File: src/rtl/aes_inv_sub_bytes.sv
// aes_inv_sub_bytes: AES InvSubBytes over a 128-bit state. The state is processed
// one column per clock through four 8-bit inverse S-boxes, so a result is ready
// 4 clocks after the accepting edge.
// Optional build macro AES_INV_SHIFTROWS_EN folds InvShiftRows into the capture.
// Without the macro the captured state is a straight copy of s_data.
//
// state | meaning
// IDLE  | waiting for a state word (s_ready=1)
// BUSY  | substituting column col, one column per clock
// DONE  | result held on m_data until m_ready

// Inverse S-box: inverse affine transform followed by the GF(2^8) inverse.
module aes_inv_sbox (
    input  logic [7:0] a,
    output logic [7:0] y
);

    localparam logic [7:0] INV_EXP = 8'hFE;

    function automatic logic [7:0] gf_mul(input logic [7:0] x, input logic [7:0] z);
        logic [7:0] p;
        logic [7:0] xx;
        p  = 8'h00;
        xx = x;
        for (int i = 0; i < 8; i++) begin
            if (z[i]) p = p ^ xx;
            xx = {xx[6:0], 1'b0} ^ (xx[7] ? 8'h1b : 8'h00);
        end
        return p;
    endfunction

    // x^254 is the multiplicative inverse, and maps 0 to 0 as AES requires.
    function automatic logic [7:0] gf_inv(input logic [7:0] x);
        logic [7:0] r;
        r = 8'h01;
        for (int i = 7; i >= 0; i--) begin
            r = gf_mul(r, r);
            if (INV_EXP[i]) r = gf_mul(r, x);
        end
        return r;
    endfunction

    logic [7:0] t;

    // Inverse affine map (rotations by 1, 3 and 6, constant 05), then invert.
    always_comb begin
        t = {a[6:0], a[7]} ^ {a[4:0], a[7:5]} ^ {a[1:0], a[7:2]} ^ 8'h05;
        y = gf_inv(t);
    end

endmodule

module aes_inv_sub_bytes (
    input  logic         clk,
    input  logic         rst_n,
    input  logic         flush,
    input  logic         s_valid,
    output logic         s_ready,
    input  logic [127:0] s_data,
    output logic         m_valid,
    input  logic         m_ready,
    output logic [127:0] m_data,
    output logic         busy
);

    typedef enum logic [1:0] {
        IDLE = 2'd0,
        BUSY = 2'd1,
        DONE = 2'd2
    } state_t;

    state_t            fsm;
    logic [1:0]        col;
    // st[3] holds column 0 (the most significant 32 bits of the state).
    logic [3:0][31:0]  st;
    logic [127:0]      cap;
    logic [31:0]       col_in;
    logic [31:0]       col_out;

    assign m_data = st;

    // Select the column currently being substituted.
    always_comb begin
        col_in = st[2'd3 - col];
    end

    aes_inv_sbox u_sbox0 (.a(col_in[31:24]), .y(col_out[31:24]));
    aes_inv_sbox u_sbox1 (.a(col_in[23:16]), .y(col_out[23:16]));
    aes_inv_sbox u_sbox2 (.a(col_in[15:8]),  .y(col_out[15:8]));
    aes_inv_sbox u_sbox3 (.a(col_in[7:0]),   .y(col_out[7:0]));

`ifdef AES_INV_SHIFTROWS_EN
    // Capture with InvShiftRows: row r is rotated right by r columns.
    always_comb begin
        cap = '0;
        for (int c = 0; c < 4; c++) begin
            for (int r = 0; r < 4; r++) begin
                cap[127 - 8*(r + 4*c) -: 8] = s_data[127 - 8*(r + 4*((c - r + 4) % 4)) -: 8];
            end
        end
    end
`else
    // Capture as a straight copy.
    always_comb begin
        cap = s_data;
    end
`endif

    // Control FSM, column counter, state register and registered handshake outputs.
    always_ff @(posedge clk) begin
        if (!rst_n) begin
            fsm     <= IDLE;
            col     <= 2'd0;
            st      <= '0;
            s_ready <= 1'b1;
            m_valid <= 1'b0;
            busy    <= 1'b0;
        end else if (flush) begin
            fsm     <= IDLE;
            col     <= 2'd0;
            s_ready <= 1'b1;
            m_valid <= 1'b0;
            busy    <= 1'b0;
        end else begin
            case (fsm)
                IDLE: begin
                    if (s_valid) begin
                        st      <= cap;
                        col     <= 2'd0;
                        fsm     <= BUSY;
                        s_ready <= 1'b0;
                        busy    <= 1'b1;
                    end
                end
                BUSY: begin
                    st[2'd3 - col] <= col_out;
                    col            <= col + 2'd1;
                    if (col == 2'd3) begin
                        fsm     <= DONE;
                        m_valid <= 1'b1;
                    end
                end
                DONE: begin
                    if (m_ready) begin
                        fsm     <= IDLE;
                        m_valid <= 1'b0;
                        busy    <= 1'b0;
                        s_ready <= 1'b1;
                    end
                end
                default: begin
                    fsm     <= IDLE;
                    col     <= 2'd0;
                    s_ready <= 1'b1;
                    m_valid <= 1'b0;
                    busy    <= 1'b0;
                end
            endcase
        end
    end

endmodule

File: config.mk
export PLATFORM = sky130hd
export DESIGN_NAME = aes_inv_sub_bytes
export DESIGN_NICKNAME = d
export VERILOG_FILES = /design/src/rtl/aes_inv_sub_bytes.sv
export SDC_FILE = /design/constraint.sdc
export NUM_CORES = 2
export LEC_CHECK = 0
export CAP_MARGIN = 10
export CORE_UTILIZATION = 35
export CTS_CLUSTER_SIZE = 8
export DETAILED_ROUTE_END_ITERATION = 8
export HOLD_SLACK_MARGIN = 0.12
export PLACE_DENSITY = 0.62
export SYNTH_ARGS = -nofsm -noshare
export SYNTH_HDL_FRONTEND = slang
export SYNTH_SLANG_ARGS = --single-unit
File: constraint.sdc
create_clock -name clk -period 21.8 [get_ports clk]
set_clock_uncertainty 0.1 [all_clocks]
set_input_delay 5.45 -clock clk [delete_from_list [all_inputs] [get_ports clk]]
set_output_delay 5.45 -clock clk [all_outputs]
set_load 0.02 [all_outputs]
==> reports/summary.md <==
• **required time at the worst-slack endpoint** 21,990 ps
• **global-route wire length before repair** 316,000 µm
• **clock latency on the worst-skew pair** 470 ps
• **wire length on met3** 12,200 µm
• **Worst R2R Start** col[0]
• **startpoint class of the critical path** register
• **cell chosen for the clock root** clkbuf_16
• **wire length per cell** 20.1 µm
• **layout cell share with drive strength beyond 1** 17.8%
• **average via count per standard cell** 5.59
• **upper clock frequency limit** 47.5 MHz
• **top library cells by usage in the layout, fill and taps aside** 1,210 x xnor2_1, 947 x nor2_1, 717 x nand2_1
• **Warnings, synthesis** 0
• **Pre-Repair DR Iteration Count** 8
• **Worst Path Max Fanout** 17
• **H-tree level count** 4
• **clock sink count** 135
• **worst rel slew slack** 24.1%
• **worst setup path class** register to register
• **instance count of the mapped netlist** 7,577
• **setup slack on the worst flop-to-flop path** 740 ps
• **slew at the pin with the worst max-slew slack** 1140 ps
• **final count of pins violating max slew** 0
• **netlist area before placement** 60,700 µm²
• **hold path endpoint** busy
• **number of antenna violations at the first check in global routing** 7
• **capturing point of the worst reg2reg path** m_data[102]
• **Final period util** 96.6%
• **sort of element at the end of the critical path** register
• **path type of the worst min-delay path** register to register
• **Critical Path Max Stage Delay** 600 ps
• **wire length reported by the detailed router** 207,000 µm
• **result of the run** finished clean
• **Post-synth EDFFs** 0
• **Top FF cell, synth** dfxtp_1
• **final weighted congestion in routability-driven placement** 0.906
• **post-DP HPWL** 149,000 µm
• **starting density of the core** 35.3%
• **count of final hold-check violations** 0
• **std cell rows** 152
• **launch instance of the worst min-delay path** busy
• **Num CTS Buffers** 17
• **summed area of non-filler cells in the final layout** 71,700 µm²
• **number of endpoints failing setup at the final stage** 0
• **setup slack after layout** 735 ps
• **most repeated library cell on the critical path** xnor3_1
• **Syn-to-layout area delta** 18.2%
• **routed length on met1** 84,000 µm
• **die area** 175,000 µm²
• **placed standard-cell area** 67,800 µm²
• **share of the core filled with cells in the final layout** 41.7%
• **maximum buffer depth of the clock tree** 2
• **share of the yosys chip area belonging to registers** 4.46%
• **number of stages on the worst hold path** 2
• **PortBufs** 263
• **post-route worst hold slack** 421 ps
• **floorplan core area** 172,000 µm²
• **layout net count** 8,138
• **worst slack at placement** -969 ps
• **mean instance size in the synthesized netlist** 8.00 µm²
• **number of DRC violations after detailed routing** 0
• **highest metal layer used by the detailed router** met5
• **dominant cell type by area after synthesis** xnor2_1
• **max_cap viols** 0
• **clock period minus final worst setup slack** 21,060 ps
• **Die Span X** 418 µm
• **async set or reset register ratio after synthesis** 0%
• **via count of the first global-routing pass** 54,400
• **initial detailed-routing violation count** 4,975
• **GR Util All Layers** 22.4%
• **number of placed I/O pins** 264
• **total via count after detailed routing** 57,500
• **synthesized net count** 7,741
• **number of antenna-violating nets in the routed design** 0
• **clock-pin slew on the worst setup and hold paths** 70 ps
• **height of the die** 418 µm
• **area fraction of the dominant cell type after synthesis** 19.0%
• **clock tree from TritonCTS** built
• **overall overflow remaining after global route** 0
• **count of state elements after synthesis** 135
• **most common cell after layout, fill and taps aside** xnor2_1
• **worst-case reg-to-reg path depth** 81
• **largest net degree at the start of global routing** 85
• **Cell variety after synth** 127
• **hold buffer count at CTS** 0
• **dominant cells by area after synthesis** xnor2_1 19%, xnor3_1 13%, xor2_1 7.5%
• **worst-path cell with the longest stage delay** mux4_2
• **arrival time of data at the critical path endpoint** 21,250 ps
• **met2 wire len** 101,000 µm
state kept, by name, indices dropped and copies added, names as in the netlist:
name     count
m_valid      1
busy         1
fsm          2
col          2
s_ready      1
m_data     128
cells by family (layout without fill, tap and decap cells):
family	Yosys count	after routing	share of synthesized area (%)
XOR/XNOR	2477	2478	49.2
AND/OR/NAND/NOR	2386	2386	17.3
AO/OA/AOI/OAI	1526	1526	16.8
buffers and inverters	695	1103	5.35
multiplexers	324	324	6.22
flip-flops	135	135	4.46
adder cells (fa/ha/maj)	34	34	0.689
other	0	2	0
cells in the mapped netlist (135+ instances only):
library cell / n
dfxtp_1: 135
nand2_1: 718
buf_2: 143
xor2_1: 520
o21ai_0: 273
nor3_1: 162
mux2i_1: 244
nand3_1: 181
clkbuf_1: 293
nor2_1: 956
xnor2_1: 1318
a21oi_1: 427
xnor3_1: 358
how the worst max path moves through the flow:
stage / from / endpoint / slack [ps] / depth (start not counted)
6_report: col[0] / m_data[102] / 740 / 81
5_1_grt: col[0] / m_data[4] / -180 / 83
4_1_cts: col[1] / m_data[18] / 30 / 82
3_5_place_dp: col[0] / m_data[12] / -970 / 72
3_3_place_gp: col[0] / m_data[12] / -570 / 73
2_1_floorplan: col[0] / m_data[36] / 3 / 93
metrics by stage:
stage               std cells  TNS (ps)
detailed placement      10100    -42670
CTS                     10100         0
global placement        10100    -10890
floorplan                7577         0
global route            10300     -2560
finish                  10300         0
repair_timing:
item,CTS,global route
setup buffers,35,176
endpoints found under the setup margin,103,128
hold endpoints to repair,0,0
pin swaps,14,81
gates cloned,0,1
resized for setup,50,206
routing by layer:
layer | up-vias | GRT usage (%)
met5 | - | 0
met4 | 6 | 10.4
met3 | 394 | 2.23
met2 | 2172 | 38.6
met1 | 27900 | 28.0
li1 | 27100 | -
layout make-up:
class	instances	area [µm²]
fill	17000	100000
multi-input combinational	6748	57000
timing repair buffer	960	8070
tap	2310	2890
sequential	135	2710
clock buffer	19	443
inverter	112	424
clock inverter	12	120
antenna	2	5.00
worst max-delay path: cells and delay by family (launching register included):
family          cells  cell delay, ps
simple gates       10            1830
xor+xnor           38           11120
compound gates     14            3030
buf+inv            11            1640
flops               1             370
fa+ha+maj           5            1590
mux                 3            1160
Power is not shown: default switching activity piles up to over one toggle a cycle in this logic, so the estimate is an artifact.
